File: src/rtl/mem_port_arbiter.sv
// Round-robin arbiter sharing one main-memory port between the I-cache refill path
// and the D-cache refill/write-back path; one transaction at a time, all outputs registered.
module mem_port_arbiter #(
  parameter int ADDR_W = 28,
  parameter int DATA_W = 128
) (
  input  logic              clk,
  input  logic              rst,
  input  logic              i_read,
  input  logic [ADDR_W-1:0] i_addr,
  output logic [DATA_W-1:0] i_rdata,
  output logic              i_ready,
  input  logic              d_read,
  input  logic              d_write,
  input  logic [ADDR_W-1:0] d_addr,
  input  logic [DATA_W-1:0] d_wdata,
  output logic [DATA_W-1:0] d_rdata,
  output logic              d_ready,
  output logic              mem_read,
  output logic              mem_write,
  output logic [ADDR_W-1:0] mem_addr,
  output logic [DATA_W-1:0] mem_wdata,
  input  logic [DATA_W-1:0] mem_rdata,
  input  logic              mem_ready
);

  typedef enum logic [1:0] {
    IDLE,
    BUSY_I,
    BUSY_D,
    RELEASE
  } state_t;

  state_t state;
  logic   last_grant_d;
  logic   i_req;
  logic   d_req;
  logic   grant_d;

  assign i_req = i_read;
  assign d_req = d_read | d_write;

  // D wins when it is alone, or on a tie when I was served last.
  always_comb begin
    grant_d = d_req && (!i_req || !last_grant_d);
  end

  always_ff @(posedge clk or posedge rst) begin
    if (rst) begin
      state        <= IDLE;
      last_grant_d <= 1'b0;
      i_rdata      <= '0;
      i_ready      <= 1'b0;
      d_rdata      <= '0;
      d_ready      <= 1'b0;
      mem_read     <= 1'b0;
      mem_write    <= 1'b0;
      mem_addr     <= '0;
      mem_wdata    <= '0;
    end else begin
      i_ready <= 1'b0;
      d_ready <= 1'b0;
      case (state)
        IDLE: begin
          if (grant_d) begin
            mem_addr     <= d_addr;
            mem_wdata    <= d_wdata;
            mem_write    <= d_write;
            mem_read     <= ~d_write;
            last_grant_d <= 1'b1;
            state        <= BUSY_D;
          end else if (i_req) begin
            mem_addr     <= i_addr;
            mem_write    <= 1'b0;
            mem_read     <= 1'b1;
            last_grant_d <= 1'b0;
            state        <= BUSY_I;
          end
        end
        BUSY_I: begin
          if (mem_ready) begin
            mem_read  <= 1'b0;
            mem_write <= 1'b0;
            i_ready   <= 1'b1;
            i_rdata   <= mem_rdata;
            state     <= RELEASE;
          end
        end
        BUSY_D: begin
          if (mem_ready) begin
            mem_read  <= 1'b0;
            mem_write <= 1'b0;
            d_ready   <= 1'b1;
            // A write-back returns nothing, so the last read line is kept.
            if (!mem_write) begin
              d_rdata <= mem_rdata;
            end
            state <= RELEASE;
          end
        end
        RELEASE: begin
          state <= IDLE;
        end
        default: begin
          state <= IDLE;
        end
      endcase
    end
  end

endmodule

File: config.mk
export PLATFORM = sky130hd
export DESIGN_NAME = mem_port_arbiter
export DESIGN_NICKNAME = d
export VERILOG_FILES = /design/src/rtl/mem_port_arbiter.sv
export SDC_FILE = /design/constraint.sdc
export NUM_CORES = 1
export LEC_CHECK = 0
export CAP_MARGIN = 25
export CORE_AREA = 3 3 282 284
export CTS_CLUSTER_SIZE = 20
export DETAILED_ROUTE_END_ITERATION = 10
export DIE_AREA = 0 0 285 287
export GPL_TIMING_DRIVEN = 0
export PLACE_DENSITY = 0.55
export SLEW_MARGIN = 10
export SYNTH_ARGS = -nofsm -noshare
export SYNTH_HDL_FRONTEND = slang
export SYNTH_SLANG_ARGS = --single-unit
export TNS_END_PERCENT = 30
File: constraint.sdc
create_clock -name clk -period 12.93 [get_ports clk]
set_clock_uncertainty 0.05 [all_clocks]
set_input_delay 1.293 -clock clk [delete_from_list [all_inputs] [get_ports clk]]
set_output_delay 1.293 -clock clk [all_outputs]
set_load 0.01 [all_outputs]
* Word level (Yosys, flattened, before mapping) *
Index checks and enable logic that the tools add are counted.

storage, ports and cells
  bits of input ports = 318
  register bits = 419

cells by class
  eq/ne operators = 5
  reduce and logical (&&, ||, !) cells = 14
  mux-type cells = 17
  bitwise operators = 3

operators with widths
  operator                                                               count
  28-bit 2-to-1 mux                                                      2
  1-bit 2-to-1 mux                                                       9
  2-bit AND reduction                                                    4
  2-bit 2-to-1 mux                                                       3
  2-bit one-hot mux with 3 select lines                                  1
  3-bit AND reduction                                                    2
  2-bit equality test, second input constant                             2
  1-bit one-hot mux with 2 select lines                                  2
  2-bit nonzero test                                                     2
  3-bit != test, second input constant                                   1
  2-bit by 1-bit equality test with 1-bit output, second input constant  1
  1-bit zero test                                                        2
  2-bit zero test                                                        1
  2-bit by 1-bit != test with 1-bit output, second input constant        1
  1-bit NOT                                                              2
  2-bit OR reduction                                                     1
  1-bit logical AND                                                      1
  1-bit logical OR                                                       1
  1-bit OR                                                               1

* Logic depth before layout (Yosys ltp) *
Gate-level depths: netlist (run 1).

  word-level depth = 5
  gate-level depth with buffers = 7
  depth with buffers taken out = 5

* Worst setup path after synthesis (run 1) *
No wires, ideal clock.

  path kind = input -> register
  start = in mem_ready
  end = reg d_rdata[100]
  cell stages on the path = 5
  required time = 12.755 ns
  arrival = 2.306 ns
  setup slack = 10.449 ns
  path buffers = 2
  path through = and2_1 nand2b_1 clkbuf_1 buf_2 mux2_2

on the way
  word-level cells in the longest chain between the ends = 1

RTL lines
  what                           RTL line  text
  from (decl)                    24        input logic mem_ready
  3-bit AND reduction (no line)  -
  to (signal assigned)           96        d_rdata <= mem_rdata;
  to (decl)                      17        output logic [DATA_W-1:0] d_rdata,

Every way passes these cells.
A chain may end at the register's enable or synchronous reset.

* Final worst setup path (run 1) *
  start = in mem_ready
  end = reg i_rdata[26]

on the way
  word-level cells in the longest chain between the ends = 1

RTL lines
  what                           RTL line  text
  2-bit AND reduction (no line)  -
  to (signal assigned)           85        i_rdata <= mem_rdata;
  to (decl)                      11        output logic [DATA_W-1:0] i_rdata,

Every way passes these cells.

==> impl_results.md, run 1 <==
* Cell Area, Synth at 15800 um2
* Initial Util at 0.204
* GRT overflow at 0
* Clock root cell: clkbuf_16
* Synthesized Nets at 1291
* Worst Path Buf+Inv at 3
* Final count of negative-setup-slack endpoints at 0
* H-tree depth at 2
* Clock share of power at 0.201
* Setup CP Type: in -> reg
* Core area at 77300 um2
* WP depth at 5
* Worst slew pin tran at 0.784 ns
* Synth top area share at 0.663
* Largest net degree at the start of global routing at 41
* First-pass DRT Iterations at 4
* Comb pwr share at 0.453
* Drt wl/cell at 19.9 um
* Final wirelength at 56.8 mm
* Setup Fix Bufs, Post-CTS at 0
* Reg2Reg Depth at 6
* Leak at 0.0109 uW
* Crit-path max FO at 10
* NetSw at 2150 uW
* R2r setup slk at 10.29 ns
* Synthesized instance count at 968
* Critical R2R Capture: i_rdata[26]$_DFFE_PP0P_
* CP startpoint: mem_ready
* Internal at 4600 uW
* Worst vdd ir at 0.000125 V
* Fin crit period at 3.23 ns
* First-pass GRT wire length at 82.9 mm
* Final Hold Viols at 0
* Die X at 285 um
* 1st-iter DRT viols at 294
* Later-pin clock latency in the skew report at 0.56 ns
* Share of cells above drive strength 1 at 0.233
* Worst R2R Start: state[1]$_DFFE_PP0P_
* Hold WC Path Type: reg -> reg
* Setup tns final at 0 ns
* Synth top area cells: dfrtp_1, mux2_2, mux2_1, mux2i_1, buf_2
* Pwr dens at 256 nW/um2
* Final Max Slew Viols at 0
* Io pins at 734
* Final Hold Slack at 0.427 ns
* Antenna violations before repair at 6
* Number of antenna-violating nets in the routed design at 0
* Met2 Routed Length at 29.8 mm
* Pwr Total at 6740 uW
* Worst Setup EP: i_rdata[26]$_DFFE_PP0P_
* Seq pwr share at 0.346
* Vias at 11168
* Full die area at 81800 um2
* Routability cong. at 0.833
* Worst-path cell chain: clkdlybuf4s50_1 -> nand2_1 -> clkbuf_1 -> buf_2 -> mux2_2
* CTS Hold Bufs at 0
* Global-route usage over all layers at 0.134
* CP max-delay cell: clkbuf_1
* Clk sink count at 419
* Cts repair resizes at 0
* # rows at 102
* Crit path required time at 13.33 ns
* Nets at 2088
* CP peak stage delay at 0.65 ns
* Relative slew slack at 0.477
* Startpoint Class: input pin
* Post-synthesis sequential area ratio at 0.663
* Synth unique cells at 22
* Via density at 3.92
* WP data arrival at 3.63 ns
* Fmax at 310 MHz
* Die height at 287 um
* #FFs+latches synth at 419
* DRC at 0
* IO Port Bufs at 733
* Tcrit/Tclk final at 0.250
* Net Sw Frac at 0.318
* HPWL after DPL at 45.7 mm
* Number of max-cap violations at 0
* Area delta synth->final at 66.5%
* Top Layer Used: met4
* CTS tree: done
* Worst-path clk slew at 0.06 ns
* Avg Synthesized Cell Area at 16.3 um2
* DRT met1 WL at 21.4 mm
* Vias in the first global route at 12505
* RSZ-0062 raised after global routing: false
* Crit path max-delay family: buffers and inverters
* Total CTS buffers at 49
* Status: complete, no violations
* Post-synth top area cell: dfrtp_1
* Met3 routed WL at 3.62 mm
* Yosys warning total at 0
* Max Root-Sink Buffers at 3
* # fillers at 7626
* Crit end category: flip-flop
-- sequential cells by signal (all words and copies together) (netlist names) --
name	count
mem_write	1
i_ready	1
d_rdata	128
i_rdata	128
d_ready	1
last_grant_d	1
mem_wdata	128
mem_read	1
state	2
mem_addr	28
-- layer usage --
metal  vias up  GRT usage
met3       103     0.0338
li1       5024          -
met4         0     0.0489
met1      5659      0.151
met5         -          0
met2       382      0.243
-- worst min-delay path, stage by stage (launching register included) --
cell	delay, ns
dfrtp_1	0.34
nand2_1	0.05
o21ai_0	0.06
-- cell families after synthesis --
family / synth area share
buf+inv: 0.0161
flops: 0.663
mux: 0.295
simple gates: 0.0101
fa+ha+maj: 0.00396
compound gates: 0.0117
-- Yosys cell counts --
library cell and n:
dfrtp_1 419, mux2_2 286, mux2_1 101, buf_2 41, nand2_1 33, mux2i_1 30
o21ai_0 28, clkbuf_1 5, ha_1 5, buf_1 4, a21oi_1 3, inv_1 3
a211oi_1 1, a2bb2oi_2 1, and2_1 1, and3b_1 1, clkinv_1 1, nand2b_1 1
nor2_1 1, nor2b_1 1, nor3_1 1, o31ai_1 1
-- cells in the final DEF, fill, tap and decap left out, drive strengths merged, types with 4 or more instances in the layout --
cell type,count
ha,5
nand2,33
clkinv,14
clkbuf,77
buf,58
mux2i,30
mux2,387
clkdlybuf4s50,733
diode,4
o21ai,28
dfrtp,419
-- how the worst min path moves through the flow --
stage / to / cells past startpoint / from / slack (ns)
after global routing: mem_wdata[21]$_DFFE_PP0P_ / 1 / mem_wdata[21]$_DFFE_PP0P_ / 0.46
after detailed placement: mem_addr[18]$_DFFE_PP0P_ / 2 / mem_addr[18]$_DFFE_PP0P_ / 0.42
after CTS: mem_addr[18]$_DFFE_PP0P_ / 2 / mem_addr[18]$_DFFE_PP0P_ / 0.43
after floorplan: last_grant_d$_DFFE_PP0P_ / 2 / last_grant_d$_DFFE_PP0P_ / 0.44
after global placement: mem_addr[0]$_DFFE_PP0P_ / 2 / mem_addr[0]$_DFFE_PP0P_ / 0.42
final: mem_addr[3]$_DFFE_PP0P_ / 2 / mem_addr[3]$_DFFE_PP0P_ / 0.43
-- per-stage QoR --
| stage | util | cell area, um2 | std cells | setup WS (ns) |
|---|---|---|---|---|
| 2_1_floorplan | - | 15800 | 968 | 5.94 |
| 3_3_place_gp | 0.316 | 24400 | 2741 | 3.06 |
| 3_5_place_dp | 0.319 | 24700 | 2753 | 8.97 |
| 6_report | 0.340 | 26300 | 2847 | 9.70 |
| 5_1_grt | 0.340 | 26300 | 2847 | 9.49 |
| 4_1_cts | 0.340 | 26300 | 2842 | 9.61 |
-- power groups by stage --
stage / registers (uW) / logic, uW / clock network [uW]
3_5_place_dp: 2360 / 3120 / 0
2_1_floorplan: 2630 / 921 / 0
5_1_grt: 2420 / 3250 / 1460
4_1_cts: 2340 / 3130 / 1410
6_report: 2340 / 3060 / 1350
3_3_place_gp: 2330 / 3070 / 0
-- final cells by class --
| class | count | area (um2) | share of cell area |
|---|---|---|---|
| multi-input cells | 495 | 5070 | 0.193 |
| diodes | 4 | 10.0 | 0.000380 |
| clock inverters | 17 | 159 | 0.00604 |
| inverters | 4 | 18.8 | 0.000713 |
| well taps | 1040 | 1300 | 0.0494 |
| clock buffers | 72 | 1440 | 0.0549 |
| repair buffers | 746 | 7590 | 0.288 |
| flip-flops and latches | 419 | 10500 | 0.398 |
| plain buffers | 50 | 240 | 0.00913 |
Power figures use the tool's default switching activity.
==> run 2: changes to the inputs <==
- CORE_AREA: 3 3 282 284 -> 3 3 284 286
- DIE_AREA: 0 0 285 287 -> 0 0 287 289
- PLACE_DENSITY: 0.55 -> 0.53
- clock period: 12.93 -> 3.1 ns (I/O delays scaled with it)
==> impl_results.md, run 2 (synthesis gave the netlist of run 1 again) <==
* Global-route usage over all layers at 0.131
* RSZ-0062 raised after global routing: false
* Core area at 78600 um2
* Startpoint Class: flip-flop
* Via density at 3.91
* Pwr dens at 1070 nW/um2
* CP max-delay cell: nand2_1
* Cts repair resizes at 1
* Crit-path max FO at 10
* IO Port Bufs at 733
* Crit path required time at 3.50 ns
* Leak at 0.0110 uW
* Vias in the first global route at 12340
* Total CTS buffers at 50
* Final Hold Viols at 0
* Antenna violations before repair at 7
* Worst vdd ir at 0.000608 V
* Number of max-cap violations at 0
* Hold WC Path Type: in -> async
* DRC at 0
* Drt wl/cell at 20.1 um
* CP peak stage delay at 0.50 ns
* GRT overflow at 0
* Clock root cell: clkbuf_16
* Final Hold Slack at 0.122 ns
* First-pass GRT wire length at 81.8 mm
* Area delta synth->final at 67.3%
* Full die area at 82900 um2
* Nets at 2091
* CTS Hold Bufs at 0
* Number of antenna-violating nets in the routed design at 0
* Clk sink count at 419
* Setup Fix Bufs, Post-CTS at 0
* Final Max Slew Viols at 0
* Io pins at 734
* First-pass DRT Iterations at 4
* Crit end category: flip-flop
* Relative slew slack at 0.476
* Crit path max-delay family: buffers and inverters
* Share of cells above drive strength 1 at 0.235
* 1st-iter DRT viols at 312
* Max Root-Sink Buffers at 3
* Commonest non-fill, non-tap cells in the layout: clkdlybuf4s50_1, dfrtp_1, mux2_2, mux2_1, clkbuf_16
* # rows at 103
* Fin crit period at 2.61 ns
* CTS tree: done
* Reg2Reg Depth at 6
* Die X at 287 um
* WP depth at 6
* Vias at 11190
* WP data arrival at 3.00 ns
* Routability cong. at 0.807
* HPWL after DPL at 46.0 mm
* Later-pin clock latency in the skew report at 0.57 ns
* Placed Cells at 2766
* Final count of negative-setup-slack endpoints at 0
* H-tree depth at 2
* Status: complete, no violations
* Initial Util at 0.201
* Largest net degree at the start of global routing at 38
* Worst-path clk slew at 0.06 ns
* Worst-path cell chain: inv_1 -> ha_1 -> nand2_1 -> clkbuf_2 -> buf_2 -> mux2_2
* Tcrit/Tclk final at 0.840
* Commonest non-fill, non-tap cell in the layout: clkdlybuf4s50_1
* Fin cells at 2861
* Final wirelength at 57.5 mm
* Largest regs: d_rdata (128), i_rdata (128), mem_wdata (128)
* Worst Path Buf+Inv at 3
* # fillers at 7711
* Fmax at 384 MHz
* Worst slew pin tran at 0.787 ns
* Setup CP Type: reg -> reg
* Die height at 289 um
run 2: metal layers:
metal,vias up,wire length [um],part of all wire,track usage
met1,5659,21600,0.38,0.147
met2,405,29900,0.52,0.237
met4,0,2000,0.035,0.0496
met5,-,0,0,0
met3,98,4010,0.070,0.0352
li1,5028,-,-,-
run 2: path summary, 6_finish.rpt:
| check | startpoint | to | slack (ns) |
|---|---|---|---|
| worst max register to register | state[1]$_DFFE_PP0P_ | i_rdata[36]$_DFFE_PP0P_ | 0.49 |
| worst min register to register | mem_addr[24]$_DFFE_PP0P_ | mem_addr[24]$_DFFE_PP0P_ | 0.43 |
| min in group clk | d_wdata[26] | mem_wdata[26]$_DFFE_PP0P_ | 0.26 |
| worst max-delay path | state[1]$_DFFE_PP0P_ | i_rdata[36]$_DFFE_PP0P_ | 0.49 |
| max in group asynchronous | rst | mem_addr[13]$_DFFE_PP0P_ | 1.20 |
| worst min-delay path | rst | d_rdata[7]$_DFFE_PP0P_ | 0.12 |
run 2: layout make-up:
| cell class | instances | area, um2 | area share |
|---|---|---|---|
| Sequential cell | 419 | 10500 | 0.397 |
| Timing Repair Buffer | 748 | 7640 | 0.289 |
| Multi-Input combinational cell | 495 | 5070 | 0.192 |
| Clock buffer | 79 | 1540 | 0.0583 |
| Tap cell | 1050 | 1310 | 0.0497 |
| Buffer | 50 | 240 | 0.00908 |
| Clock inverter | 12 | 129 | 0.00487 |
| Inverter | 4 | 18.8 | 0.000710 |
| Antenna cell | 4 | 10.0 | 0.000379 |
run 2: worst register-to-register path: cells and delay by family, from the launching register on:
kind | cells | cell delay (ns)
buffers and inverters | 3 | 0.98
and+or+nand+nor | 1 | 0.50
DFF | 1 | 0.38
muxes | 1 | 0.38
adders and majority gates | 1 | 0.19
run 2: report_power, final:
group          total [uW]  internal (uW)  switching, uW
Combinational       12800           7580           5180
Sequential           9730           8290           1430
Clock                5920           3570           2360
Total               28400          19400           8970
run 2: through the flow:
stage / utilization / cell area, um2 / setup TNS (ns) / worst slack (ns) / power, uW
4_1_cts: 0.336 / 26400 / 0 / 0.310 / 29000
5_1_grt: 0.336 / 26400 / 0 / 0.248 / 30000
2_1_floorplan: - / 15800 / -1219.93 / -2.91 / 14800
6_report: 0.336 / 26400 / 0 / 0.495 / 28400
3_3_place_gp: 0.311 / 24500 / -2417.32 / -5.86 / 22500
3_5_place_dp: 0.315 / 24800 / -5.80 / -0.148 / 22800
==> run 3: changes to the inputs <==
- clock period: 3.1 -> 2.7 ns (I/O delays scaled with it)
==> impl_results.md, run 3 (synthesis gave the netlist of run 1 again) <==
* Status: complete, no violations
* GRT overflow at 0
* Crit path required time at 3.10 ns
* Final wirelength at 57.5 mm
* Internal at 22300 uW
* Antenna violations before repair at 7
* Fin cells at 2861
* Final Hold Viols at 0
* Core area at 78600 um2
* R2r setup slk at 0.23 ns
* Cts repair resizes at 2
* First-pass GRT wire length at 81.9 mm
* Hold WC Path Type: in -> async
* Share of cells above drive strength 1 at 0.235
* Finished Cell Area at 26400 um2
* Fin crit period at 2.47 ns
* Initial Util at 0.201
* Commonest non-fill, non-tap cell in the layout: clkdlybuf4s50_1
* Via density at 3.91
* 1st-iter DRT viols at 309
* Routability cong. at 0.807
* Clock root cell: clkbuf_16
* Global Route met2 Usage at 0.237
* Largest net degree at the start of global routing at 38
* Total CTS buffers at 50
* Max Root-Sink Buffers at 3
* Vias at 11193
* Commonest non-fill, non-tap cells in the layout: clkdlybuf4s50_1, dfrtp_1, mux2_2, mux2_1, clkbuf_16
* Full die area at 82900 um2
* Final Max Slew Viols at 0
* Crit end category: flip-flop
* Pwr dens at 1230 nW/um2
* Fmax at 405 MHz
* First-pass DRT Iterations at 4
* NetSw at 10300 uW
* Setup Fix Bufs, Post-CTS at 0
* CTS tree: done
* Clock share of power at 0.208
* Met1 Use GR at 0.147
* Io pins at 734
* Comb pwr share at 0.449
* Number of antenna-violating nets in the routed design at 0
* Later-pin clock latency in the skew report at 0.57 ns
* Crit-path max FO at 10
* Drt wl/cell at 20.1 um
* Net Sw Frac at 0.316
* Tcrit/Tclk final at 0.914
* Startpoint Class: flip-flop
* Placed instance area at 24800 um2
* DRC at 0
* Die X at 287 um
* GRT Max-Usage Layer: met2
* # rows at 103
* Setup CP Type: reg -> reg
* Worst slew pin tran at 0.786 ns
* Number of max-cap violations at 0
* Clk sink count at 419
* Nets at 2091
* Final count of negative-setup-slack endpoints at 0
* CTS Hold Bufs at 0
* Leak at 0.0110 uW
* Worst-path clk slew at 0.06 ns
* Relative slew slack at 0.476
* Die height at 289 um
* IO Port Bufs at 733
* Seq pwr share at 0.342
* Final Hold Slack at 0.0818 ns
* Worst vdd ir at 0.000698 V
* WP data arrival at 2.87 ns
* Placed Cells at 2766
* Largest regs: d_rdata (128), i_rdata (128), mem_wdata (128)
* RSZ-0062 raised after global routing: false
* H-tree depth at 2
* Global-route usage over all layers at 0.131
* Vias in the first global route at 12343
* HPWL after DPL at 46.0 mm
* Area delta synth->final at 67.3%
* Met3 usage at 0.0352
-- run 3: cell count changes in the layout (fill, tap and decap cells not counted) --
cell     delta
nand2_2     +1
nand2_1     -1
-- run 3: stage by stage --
stage / setup TNS [ns] / utilization / worst slack [ns] / power [uW]
2_1_floorplan: -1370.77 / - / -3.27 / 17000
3_3_place_gp: -2627.28 / 0.311 / -6.22 / 25900
3_5_place_dp: -34.73 / 0.315 / -0.508 / 26200
4_1_cts: 0 / 0.336 / 0.0807 / 33300
5_1_grt: 0 / 0.336 / 0.0514 / 34400
6_report: 0 / 0.336 / 0.231 / 32600
-- run 3: cell type report --
type | instances | area, um2
Multi-Input combinational cell | 495 | 5070
Buffer | 50 | 240
Antenna cell | 4 | 10.0
Tap cell | 1050 | 1310
Clock buffer | 79 | 1540
Inverter | 4 | 18.8
Clock inverter | 12 | 129
Sequential cell | 419 | 10500
Fill cell | 7711 | 52200
Timing Repair Buffer | 748 | 7640
-- run 3: power groups by stage --
stage	Sequential, uW	Clock [uW]	Combinational [uW]
floorplan	12600	0	4410
global placement	11200	0	14700
detailed placement	11300	0	14900
CTS	11200	7100	15000
global route	11600	7310	15600
finish	11200	6800	14700
-- run 3: routing by layer --
| metal | routed length [um] | part of all wire |
|---|---|---|
| met4 | 2000 | 0.035 |
| met5 | 0 | 0 |
| met2 | 29900 | 0.52 |
| met1 | 21600 | 0.38 |
| met3 | 4010 | 0.070 |
-- run 3: final timing paths --
path / cells after the start / end / start
worst max-delay path: 8 / d_rdata[99]$_DFFE_PP0P_ / state[0]$_DFFE_PP0P_
worst min-delay path: 2 / d_rdata[7]$_DFFE_PP0P_ / rst
worst max register to register: 8 / d_rdata[99]$_DFFE_PP0P_ / state[0]$_DFFE_PP0P_
worst min register to register: 2 / mem_addr[24]$_DFFE_PP0P_ / mem_addr[24]$_DFFE_PP0P_
max in group asynchronous: 7 / mem_addr[13]$_DFFE_PP0P_ / rst
min in group clk: 2 / mem_wdata[26]$_DFFE_PP0P_ / d_wdata[26]
-- run 3: critical path, cell delays in order, from the launching register on --
cell      delay (ns)
dfrtp_1         0.39
inv_1           0.09
ha_1            0.19
and2_1          0.16
nand2b_1        0.13
clkbuf_1        0.38
buf_6           0.23
buf_2           0.32
mux2_2          0.38
